==> src/rtl/id_issue_queue.sv <==
// Decoded-instruction FIFO between decoder and issue, with flush, occupancy and a control-flow cap.
// Optional build macro ID_ISSUE_QUEUE_BYPASS_EN adds a zero-latency path when the queue is empty.
module id_issue_queue #(
    parameter int unsigned DEPTH    = 4,
    parameter int unsigned DATA_W   = 64,
    parameter int unsigned MAX_CTRL = 2
) (
    input  logic                          clk_i,
    input  logic                          rst_ni,
    input  logic                          flush_i,
    input  logic                          in_valid_i,
    output logic                          in_ready_o,
    input  logic [DATA_W-1:0]             in_data_i,
    input  logic                          in_ctrl_flow_i,
    output logic                          out_valid_o,
    input  logic                          out_ready_i,
    output logic [DATA_W-1:0]             out_data_o,
    output logic                          out_ctrl_flow_o,
    output logic [$clog2(DEPTH+1)-1:0]    count_o,
    output logic [$clog2(MAX_CTRL+1)-1:0] ctrl_cnt_o
);

    localparam int unsigned CW = $clog2(DEPTH + 1);
    localparam int unsigned KW = $clog2(MAX_CTRL + 1);
    localparam int unsigned PW = (DEPTH > 1) ? $clog2(DEPTH) : 1;

    localparam logic [CW-1:0] DEPTH_C = CW'(DEPTH);
    localparam logic [KW-1:0] MAX_C   = KW'(MAX_CTRL);
    localparam logic [PW-1:0] LAST_C  = PW'(DEPTH - 1);

    logic [DATA_W-1:0] data_mem [DEPTH];
    logic              ctrl_mem [DEPTH];
    logic [PW-1:0]     rd_ptr;
    logic [PW-1:0]     wr_ptr;
    logic [CW-1:0]     count_q;
    logic [KW-1:0]     ctrl_q;

    logic stored;
    logic head_ctrl;
    logic stored_pop;
    logic ctrl_block;
    logic push;
    logic bypass_take;
    logic store;
    logic ctrl_inc;
    logic ctrl_dec;

    function automatic logic [PW-1:0] ptr_inc(input logic [PW-1:0] p);
        return (p == LAST_C) ? '0 : p + PW'(1);
    endfunction

    // Valid/ready: a transfer happens on a side exactly in the cycle where both valid and ready are high.
    // ctrl_block looks only at a pop of a stored head, which keeps the bypass path free of a comb loop.
    always_comb begin
        stored     = (count_q != '0);
        head_ctrl  = ctrl_mem[rd_ptr];
        stored_pop = stored && out_ready_i;
        ctrl_block = in_ctrl_flow_i && (ctrl_q == MAX_C) && !(stored_pop && head_ctrl);
        in_ready_o = !flush_i && ((count_q != DEPTH_C) || stored_pop) && !ctrl_block;
        push       = in_valid_i && in_ready_o;
    end

`ifdef ID_ISSUE_QUEUE_BYPASS_EN
    logic bypass;

    always_comb begin
        bypass          = !stored && !flush_i;
        out_valid_o     = stored || (bypass && in_valid_i && !ctrl_block);
        out_data_o      = bypass ? in_data_i : data_mem[rd_ptr];
        out_ctrl_flow_o = bypass ? in_ctrl_flow_i : head_ctrl;
        // An entry consumed straight through the bypass is never written.
        bypass_take     = bypass && push && out_ready_i;
    end
`else
    always_comb begin
        out_valid_o     = stored;
        out_data_o      = data_mem[rd_ptr];
        out_ctrl_flow_o = head_ctrl;
        bypass_take     = 1'b0;
    end
`endif

    always_comb begin
        store    = push && !bypass_take;
        ctrl_inc = store && in_ctrl_flow_i;
        ctrl_dec = stored_pop && head_ctrl;
    end

    always_ff @(posedge clk_i or negedge rst_ni) begin
        if (!rst_ni) begin
            for (int i = 0; i < int'(DEPTH); i++) begin
                data_mem[i] <= '0;
                ctrl_mem[i] <= 1'b0;
            end
        end else if (store) begin
            data_mem[wr_ptr] <= in_data_i;
            ctrl_mem[wr_ptr] <= in_ctrl_flow_i;
        end
    end

    // Flush wins over any push or pop in the same cycle; payload is left as-is.
    always_ff @(posedge clk_i or negedge rst_ni) begin
        if (!rst_ni) begin
            rd_ptr  <= '0;
            wr_ptr  <= '0;
            count_q <= '0;
            ctrl_q  <= '0;
        end else if (flush_i) begin
            rd_ptr  <= '0;
            wr_ptr  <= '0;
            count_q <= '0;
            ctrl_q  <= '0;
        end else begin
            if (stored_pop) begin
                rd_ptr <= ptr_inc(rd_ptr);
            end
            if (store) begin
                wr_ptr <= ptr_inc(wr_ptr);
            end
            case ({store, stored_pop})
                2'b10:   count_q <= count_q + CW'(1);
                2'b01:   count_q <= count_q - CW'(1);
                default: count_q <= count_q;
            endcase
            case ({ctrl_inc, ctrl_dec})
                2'b10:   ctrl_q <= ctrl_q + KW'(1);
                2'b01:   ctrl_q <= ctrl_q - KW'(1);
                default: ctrl_q <= ctrl_q;
            endcase
        end
    end

    assign count_o    = count_q;
    assign ctrl_cnt_o = ctrl_q;

    cnt_bound_a: assert property (@(posedge clk_i) disable iff (!rst_ni) count_q <= DEPTH_C);
    ctrl_bound_a: assert property (@(posedge clk_i) disable iff (!rst_ni) ctrl_q <= MAX_C);
    ctrl_le_cnt_a: assert property (@(posedge clk_i) disable iff (!rst_ni)
        int'(ctrl_q) <= int'(count_q));

endmodule
==> config.mk <==
export PLATFORM = sky130hd
export DESIGN_NAME = id_issue_queue
export DESIGN_NICKNAME = d
export VERILOG_FILES = /design/src/rtl/id_issue_queue.sv
export SDC_FILE = /design/constraint.sdc
export NUM_CORES = 1
export LEC_CHECK = 0
export CAP_MARGIN = 20
export CORE_MARGIN = 2
export CORE_UTILIZATION = 55
export CTS_CLUSTER_DIAMETER = 120
export DETAILED_ROUTE_END_ITERATION = 10
export PLACE_DENSITY = 0.83
export SETUP_SLACK_MARGIN = 0.05
export SYNTH_ARGS = -nofsm -noshare
export SYNTH_HDL_FRONTEND = slang
export SYNTH_SLANG_ARGS = --single-unit
==> constraint.sdc <==
create_clock -name clk_i -period 3.7 [get_ports clk_i]
set_clock_uncertainty 0.05 [all_clocks]
set_input_delay 1.11 -clock clk_i [delete_from_list [all_inputs] [get_ports clk_i]]
set_output_delay 1.11 -clock clk_i [all_outputs]
set_load 0.02 [all_outputs]
==> results of run 1 <==
==> report_power, final <==
group	internal, mW	switching [mW]	leakage, nW
combinational	2.78	1.78	3.55
clock	1.83	1.17	0.497
sequential	3.85	0.557	3.44
total	8.47	3.51	7.49
==> kinds of logic after synthesis <==
logic type / count (synthesis)
muxes: 327
DFF: 269
buffers and inverters: 51
and+or+nand+nor: 31
AOI/OAI and AO/OA: 28
adders and majority gates: 6
==> flip-flops by register name, indices dropped and copies added, names as in the netlist <==
| name | count |
|---|---|
| ctrl_mem | 4 |
| rd_ptr | 2 |
| wr_ptr | 2 |
| ctrl_cnt_o | 2 |
| count_o | 3 |
| data_mem | 256 |
==> critical path: cells and delay by family, from the launching register on <==
family,cells,cell delay [ps]
buf+inv,2,860
flops,1,510
mux,1,530
==> routing by layer <==
layer	track usage, %	vias up	share of wire [%]
li1	-	2994	-
met1	30.56	3602	45
met2	33.56	156	48
met3	4.599	36	5.3
met4	4.459	2	1.8
met5	0	-	0.043
==> worst paths after layout <==
check	endpoint	slack, ps	cells past startpoint
max	out_data_o[53]	90	3
min	count_o[0]$_DFFE_PN0P_	430	1
max reg2reg	data_mem[107]$_DFFE_PN0P_	960	5
min reg2reg	data_mem[9]$_DFFE_PN0P_	450	1
max in group asynchronous	data_mem[68]$_DFFE_PN0P_	2350	2
min in group clk_i	data_mem[9]$_DFFE_PN0P_	450	1
==> timing repair <==
action / CTS / global route
hold buffers: 0 / 0
pin swaps: 0 / 0
gates resized for setup: 7 / 4
gates cloned: 1 / 1
endpoints found under the setup margin: 53 / 49
==> layout by cell type (no fill, tap or decap), types with 2 or more instances in the layout <==
cell type                         count
sky130_fd_sc_hd__buf_16               3
sky130_fd_sc_hd__ha_1                 5
sky130_fd_sc_hd__clkbuf_1             7
sky130_fd_sc_hd__a21oi_1              8
sky130_fd_sc_hd__a211oi_1             2
sky130_fd_sc_hd__o31ai_1              2
sky130_fd_sc_hd__clkbuf_16           30
sky130_fd_sc_hd__o211ai_4             4
sky130_fd_sc_hd__buf_12              13
sky130_fd_sc_hd__clkbuf_8             9
sky130_fd_sc_hd__nor3_1               7
sky130_fd_sc_hd__bufinv_16            3
sky130_fd_sc_hd__clkdlybuf4s50_1    133
sky130_fd_sc_hd__dlymetal6s2s_1       4
sky130_fd_sc_hd__or3_1                2
sky130_fd_sc_hd__dfrtp_1            267
sky130_fd_sc_hd__nor2_1               5
sky130_fd_sc_hd__dfrtp_4              2
sky130_fd_sc_hd__dlygate4sd2_1        3
sky130_fd_sc_hd__clkinv_2             4
sky130_fd_sc_hd__mux2_4             200
sky130_fd_sc_hd__mux4_2              65
sky130_fd_sc_hd__nor2b_1              3
sky130_fd_sc_hd__nand2_1              2
sky130_fd_sc_hd__buf_4               12
sky130_fd_sc_hd__o31a_1               2
sky130_fd_sc_hd__inv_1                5
sky130_fd_sc_hd__o21ai_0              6
sky130_fd_sc_hd__nand3b_1             3
sky130_fd_sc_hd__mux2_2              62
==> layout make-up <==
type / instances / share of cell area [%]
timing repair buffer: 171 / 12.03
sequential: 269 / 42.86
tap: 319 / 2.538
inverter: 5 / 0.1194
clock buffer: 45 / 5.570
multi-input combinational: 392 / 36.07
clock inverter: 9 / 0.8116
==> flow_metrics.env, run 1 <==
export IMPL_result_of_the_run="completed"
export IMPL_final_cell_count_no_fill=1210
export IMPL_power_per_cell_area_nw_per_um2=761.7
export IMPL_cts_num_sinks=269
export IMPL_detailroute_via_count=6790
export IMPL_cts_buffer_depth=3
export IMPL_synth_common_cells="269 x sky130_fd_sc_hd__dfrtp_1, 200 x sky130_fd_sc_hd__mux2_4, 65 x sky130_fd_sc_hd__mux4_2"
export IMPL_timing_fmax_mhz=277.0
export IMPL_die_width_um=157.7
export IMPL_hold_slack_ps=431.4
export IMPL_yosys_register_bits=269
export IMPL_synthFlopType="sky130_fd_sc_hd__dfrtp_1"
export IMPL_timing_setup_tns_ps=0
export IMPL_setup_violations=0
export IMPL_timing_hold_worst_class="input pin to asynchronous set/reset pin"
export IMPL_post_route_cell_area_sq_um=15720
export IMPL_grt_start_max_net_pins=83
export IMPL_timing_worst_slew_pin_value_ps=883.4
export IMPL_proportion_of_layout_cells_with_a_drive_suffix_above_1_pct=46.58
export IMPL_leakage_dissipation_nw=7.491
export IMPL_synth_top_area_share_pct=51.81
export IMPL_num_fill_cells=1539
export IMPL_seq_area_frac_synth_pct=51.81
export IMPL_drt_initial_drc_count=284
export IMPL_syn_nets=788
export IMPL_final_hold_viol_count=0
export IMPL_post_synth_mux_area_share_pct=39.75
export IMPL_multi_input_logic_area_sq_um=5672
export IMPL_htree_levels=1
export IMPL_clk_latency_ps=540
export IMPL_clock_root_buffer="sky130_fd_sc_hd__clkbuf_16"
export IMPL_postSynthCellCount=712
export IMPL_crit_fanout=26
export IMPL_synth_adder_area_share_pct=0.6356
export IMPL_cts_repair_timing_setup_buffer_count=0
export IMPL_grt_pass1_vias=7508
export IMPL_antenna_violations_before_repair=1
export IMPL_p_total_mw=11.98
export IMPL_relSlewSlack_pct=40.60
export IMPL_post_drt_via_cell_ratio=5.612
export IMPL_routed_wl_um=25680
export IMPL_synth_top_cells_by_area="sky130_fd_sc_hd__dfrtp_1 52%, sky130_fd_sc_hd__mux2_4 23%, sky130_fd_sc_hd__mux4_2 11%"
export IMPL_synthToLayoutAreaGrowth_pct=21.02
export IMPL_numCtsBuffers=29
export IMPL_detailedRoute_firstPassIterationCount=4
export IMPL_overall_global_routing_usage_pct=21.21
export IMPL_synth_enable_flop_cells=0
export IMPL_cts_tree="yes"
export IMPL_synthMostInstantiatedCell="sky130_fd_sc_hd__dfrtp_1"
export IMPL_worstSetupEndpointType="output port"
export IMPL_yosys_area_share_xor_xnor_pct=0
export IMPL_setup_worst_path_class="register to output port"
export IMPL_crit_path_top_delay_cell="sky130_fd_sc_hd__clkdlybuf4s50_1"
export IMPL_io_pin_count=142
export IMPL_insertedDiodeCount=0
export IMPL_crit_required_ps=2540
export IMPL_layout_area_seq_sq_um=6739
export IMPL_die_h_um=157.7
export IMPL_synth_simple_gate_area_share_pct=1.435
export IMPL_clock_pin_slew_worst_setup_and_hold_paths_ps=60
export IMPL_part_of_the_cycle_the_worst_path_needs_pct=97.58
export IMPL_place_hpwl_um=15700
export IMPL_crit_reg2reg_launch="rd_ptr[0]$_DFFE_PN0P_"
export IMPL_yosys_warnings=0
export IMPL_unrepaired_setup_endpoints_after_global_routing="yes"
export IMPL_power_ir_vdd_worst_uv=486.4
export IMPL_first_pass_grt_wire_length_um=41510
export IMPL_gp_congestion=0.8051
export IMPL_core_area_sq_um=23330
export IMPL_place_ws_ps=17.68
export IMPL_placementRows=56
export IMPL_critical_path_max_stage_delay_ps=600
export IMPL_synth_async_sr_flop_share_pct=100.0
export IMPL_wl_per_cell_um=21.22
export IMPL_placed_area_sq_um=14640
export IMPL_synth_compound_area_share_pct=1.830
export IMPL_num_nets_final=944
export IMPL_fp_dieArea_sq_um=24870
export IMPL_worstPathArrival_ps=2450
export IMPL_post_route_util_pct=67.39
export IMPL_start_util_pct=55.68
export IMPL_synth_top_area_cell="sky130_fd_sc_hd__dfrtp_1"
export IMPL_netlist_cell_type_count=39
export IMPL_postRouteAntennaNets=0
export IMPL_cp_cell_sequence="buf_16, mux4_2, clkdlybuf4s50_1"
export IMPL_max_cap_violations=0
export IMPL_global_route_overflow_total=0
export IMPL_timing_startpoint_of_the_critical_path="rd_ptr[0]$_DFFE_PN0P_"
export IMPL_postSynthAreaPerCell_sq_um=18.25
export IMPL_period_minus_slack_ps=3610
export IMPL_worstSetupStartpointType="register"
export IMPL_netlist_area_sq_um=12990
export IMPL_buffer_ports_inserted=141
export IMPL_drc=0
export IMPL_numPlacedInstances=1154
export IMPL_final_max_slew_violation_count=0
export IMPL_synth_top_family_by_area="multiplexers"
export IMPL_post_route_worst_setup_slack_ps=89.63
Power figures use the tool's default switching activity.
==> inputs of run 2 (changes only) <==
- DONT_BUFFER_PORTS: unset -> 1
- PLACE_DENSITY: 0.83 -> 0.75
==> run 2 against run 1 <==
  * Clock power up 7.3%
  * Largest cell class unchanged
  * Final area down 9.9%
  * Hold slack worse by 190 ps
  * Combinational power down 22%
  * Critical path depth down 1
  * Maximum frequency up 4.0%
  * Highest routed layer is now met4
  * Clock-buffer cell count down 11
  * Setup slack better by 140 ps
  * Core utilization down 6.7 points
==> flow_metrics.env, run 2 (same netlist as run 1, synthesis figures left out) <==
export IMPL_crit_required_ps=2540
export IMPL_layout_cells_most_common_list="267 x sky130_fd_sc_hd__dfrtp_1, 200 x sky130_fd_sc_hd__mux2_4, 65 x sky130_fd_sc_hd__mux4_2"
export IMPL_relSlewSlack_pct=27.19
export IMPL_worstSetupStartpointType="register"
export IMPL_leakage_dissipation_nw=6.821
export IMPL_fp_dieArea_sq_um=24870
export IMPL_post_route_worst_setup_slack_ps=228.8
export IMPL_clock_pin_slew_worst_setup_and_hold_paths_ps=60
export IMPL_period_minus_slack_ps=3471
export IMPL_htree_levels=1
export IMPL_detailroute_via_count=6319
export IMPL_crit_fanout=66
export IMPL_cts_tree="yes"
export IMPL_cts_buffer_depth=3
export IMPL_num_nets_final=791
export IMPL_setup_violations=0
export IMPL_timing_fmax_mhz=288.1
export IMPL_worstPathArrival_ps=2310
export IMPL_final_common_cell="sky130_fd_sc_hd__dfrtp_1"
export IMPL_power_ir_vdd_worst_uv=502.0
export IMPL_core_area_sq_um=23330
export IMPL_detailedRoute_firstPassIterationCount=4
export IMPL_grt_pass1_vias=7245
export IMPL_die_h_um=157.7
export IMPL_unrepaired_setup_endpoints_after_global_routing="no"
export IMPL_timing_setup_tns_ps=0
export IMPL_synthToLayoutAreaGrowth_pct=9.023
export IMPL_gp_congestion=0.7672
export IMPL_final_max_slew_violation_count=0
export IMPL_clk_latency_ps=520
export IMPL_p_total_mw=11.21
export IMPL_clock_root_buffer="sky130_fd_sc_hd__clkbuf_16"
export IMPL_wl_per_cell_um=24.32
export IMPL_timing_hold_worst_class="input pin to asynchronous set/reset pin"
export IMPL_cts_num_sinks=269
export IMPL_top_register="data_mem"
export IMPL_setup_worst_path_class="register to output port"
export IMPL_antenna_violations_before_repair=0
export IMPL_drc=0
export IMPL_place_hpwl_um=15370
export IMPL_drt_initial_drc_count=307
export IMPL_cts_hold_buf=0
export IMPL_start_util_pct=55.68
export IMPL_timing_worst_slew_pin_value_ps=1087
export IMPL_max_cap_violations=0
export IMPL_numPlacedInstances=1002
export IMPL_numCtsBuffers=29
export IMPL_final_hold_viol_count=0
export IMPL_cp_cell_sequence="buf_4, mux4_2"
export IMPL_routed_wl_um=25690
export IMPL_insertedDiodeCount=0
export IMPL_worstSetupEndpointType="output port"
export IMPL_cts_repair_timing_setup_buffer_count=0
export IMPL_overall_global_routing_usage_pct=21.04
export IMPL_result_of_the_run="completed"
export IMPL_die_width_um=157.7
export IMPL_part_of_the_cycle_the_worst_path_needs_pct=93.82
export IMPL_buffer_ports_inserted=0
export IMPL_postRouteAntennaNets=0
export IMPL_post_drt_via_cell_ratio=5.984
export IMPL_placementRows=56
export IMPL_place_ws_ps=219.9
export IMPL_largest_reg_flops=256
export IMPL_postCtsResizedCells=0
export IMPL_crit_path_top_delay_cell="sky130_fd_sc_hd__buf_4"
export IMPL_final_cell_count_no_fill=1056
export IMPL_critical_path_max_stage_delay_ps=810
export IMPL_first_pass_grt_wire_length_um=41050
export IMPL_power_per_cell_area_nw_per_um2=791.2
export IMPL_proportion_of_layout_cells_with_a_drive_suffix_above_1_pct=55.09
export IMPL_global_route_overflow_total=0
export IMPL_io_pin_count=142
export IMPL_grt_start_max_net_pins=270
[run 2: cell types whose count changed in the layout (fill, tap and decap cells not counted), moves of 2 or more]
cell	delta
sky130_fd_sc_hd__buf_12	-5
sky130_fd_sc_hd__clkinvlp_4	+3
sky130_fd_sc_hd__clkbuf_8	-6
sky130_fd_sc_hd__buf_16	-2
sky130_fd_sc_hd__clkinv_2	+3
sky130_fd_sc_hd__bufinv_16	+5
sky130_fd_sc_hd__dlymetal6s2s_1	-4
sky130_fd_sc_hd__dlygate4sd2_1	-3
sky130_fd_sc_hd__buf_4	-3
sky130_fd_sc_hd__clkdlybuf4s50_1	-133
sky130_fd_sc_hd__clkbuf_1	-5
[run 2: worst paths after layout]
path                                             end  cells past startpoint                startpoint  slack, ps
max                                   out_data_o[39]                      2     rd_ptr[1]$_DFFE_PN0P_        230
min in group clk_i          data_mem[63]$_DFFE_PN0P_                      1  data_mem[63]$_DFFE_PN0P_        450
max reg2reg                data_mem[134]$_DFFE_PN0P_                      5     rd_ptr[0]$_DFFE_PN0P_        620
max in group asynchronous      rd_ptr[0]$_DFFE_PN0P_                      0                    rst_ni       2870
min reg2reg                 data_mem[63]$_DFFE_PN0P_                      1  data_mem[63]$_DFFE_PN0P_        450
min                        data_mem[176]$_DFFE_PN0P_                      0                    rst_ni        240
[run 2: worst max-delay path, delay by kind of cell, from the launching register on]
| family | cells | cell delay [ps] |
|---|---|---|
| flip-flops | 1 | 410 |
| multiplexers | 1 | 530 |
| buffers and inverters | 1 | 810 |
[run 2: report_power, final]
part | switching [mW] | internal (mW) | leakage [nW]
Sequential | 0.582 | 3.85 | 3.44
Combinational | 1.62 | 1.93 | 2.85
Clock | 1.17 | 2.05 | 0.526
Total | 3.38 | 7.83 | 6.82
[run 2: stage by stage]
stage | hold slack (ps) | cell area (sq um) | utilization, %
global placement | 432.1 | 13060 | 55.96
finish | 238.0 | 14160 | 60.71
CTS | 207.5 | 14140 | 60.59
global route | 206.7 | 14160 | 60.71
detailed placement | 437.7 | 13060 | 55.96
floorplan | 423.8 | 12990 | -
[run 2: final cells by class]
class                           count  area [sq um]
Inverter                            5         18.77
Tap cell                          319         399.1
Clock buffer                       34         774.5
Timing Repair Buffer               18         255.2
Multi-Input combinational cell    392          5672
Sequential cell                   269          6739
Clock inverter                     19         306.5
Fill cell                        1688          9168
[run 2: metal layers]
layer | global-route usage (%) | up-vias | wire length [um]
met3 | 5.311 | 33 | 1624
met1 | 28.17 | 3467 | 10960
met2 | 34.82 | 149 | 12700
li1 | - | 2670 | -
met4 | 4.892 | 0 | 397
met5 | 0 | - | 0
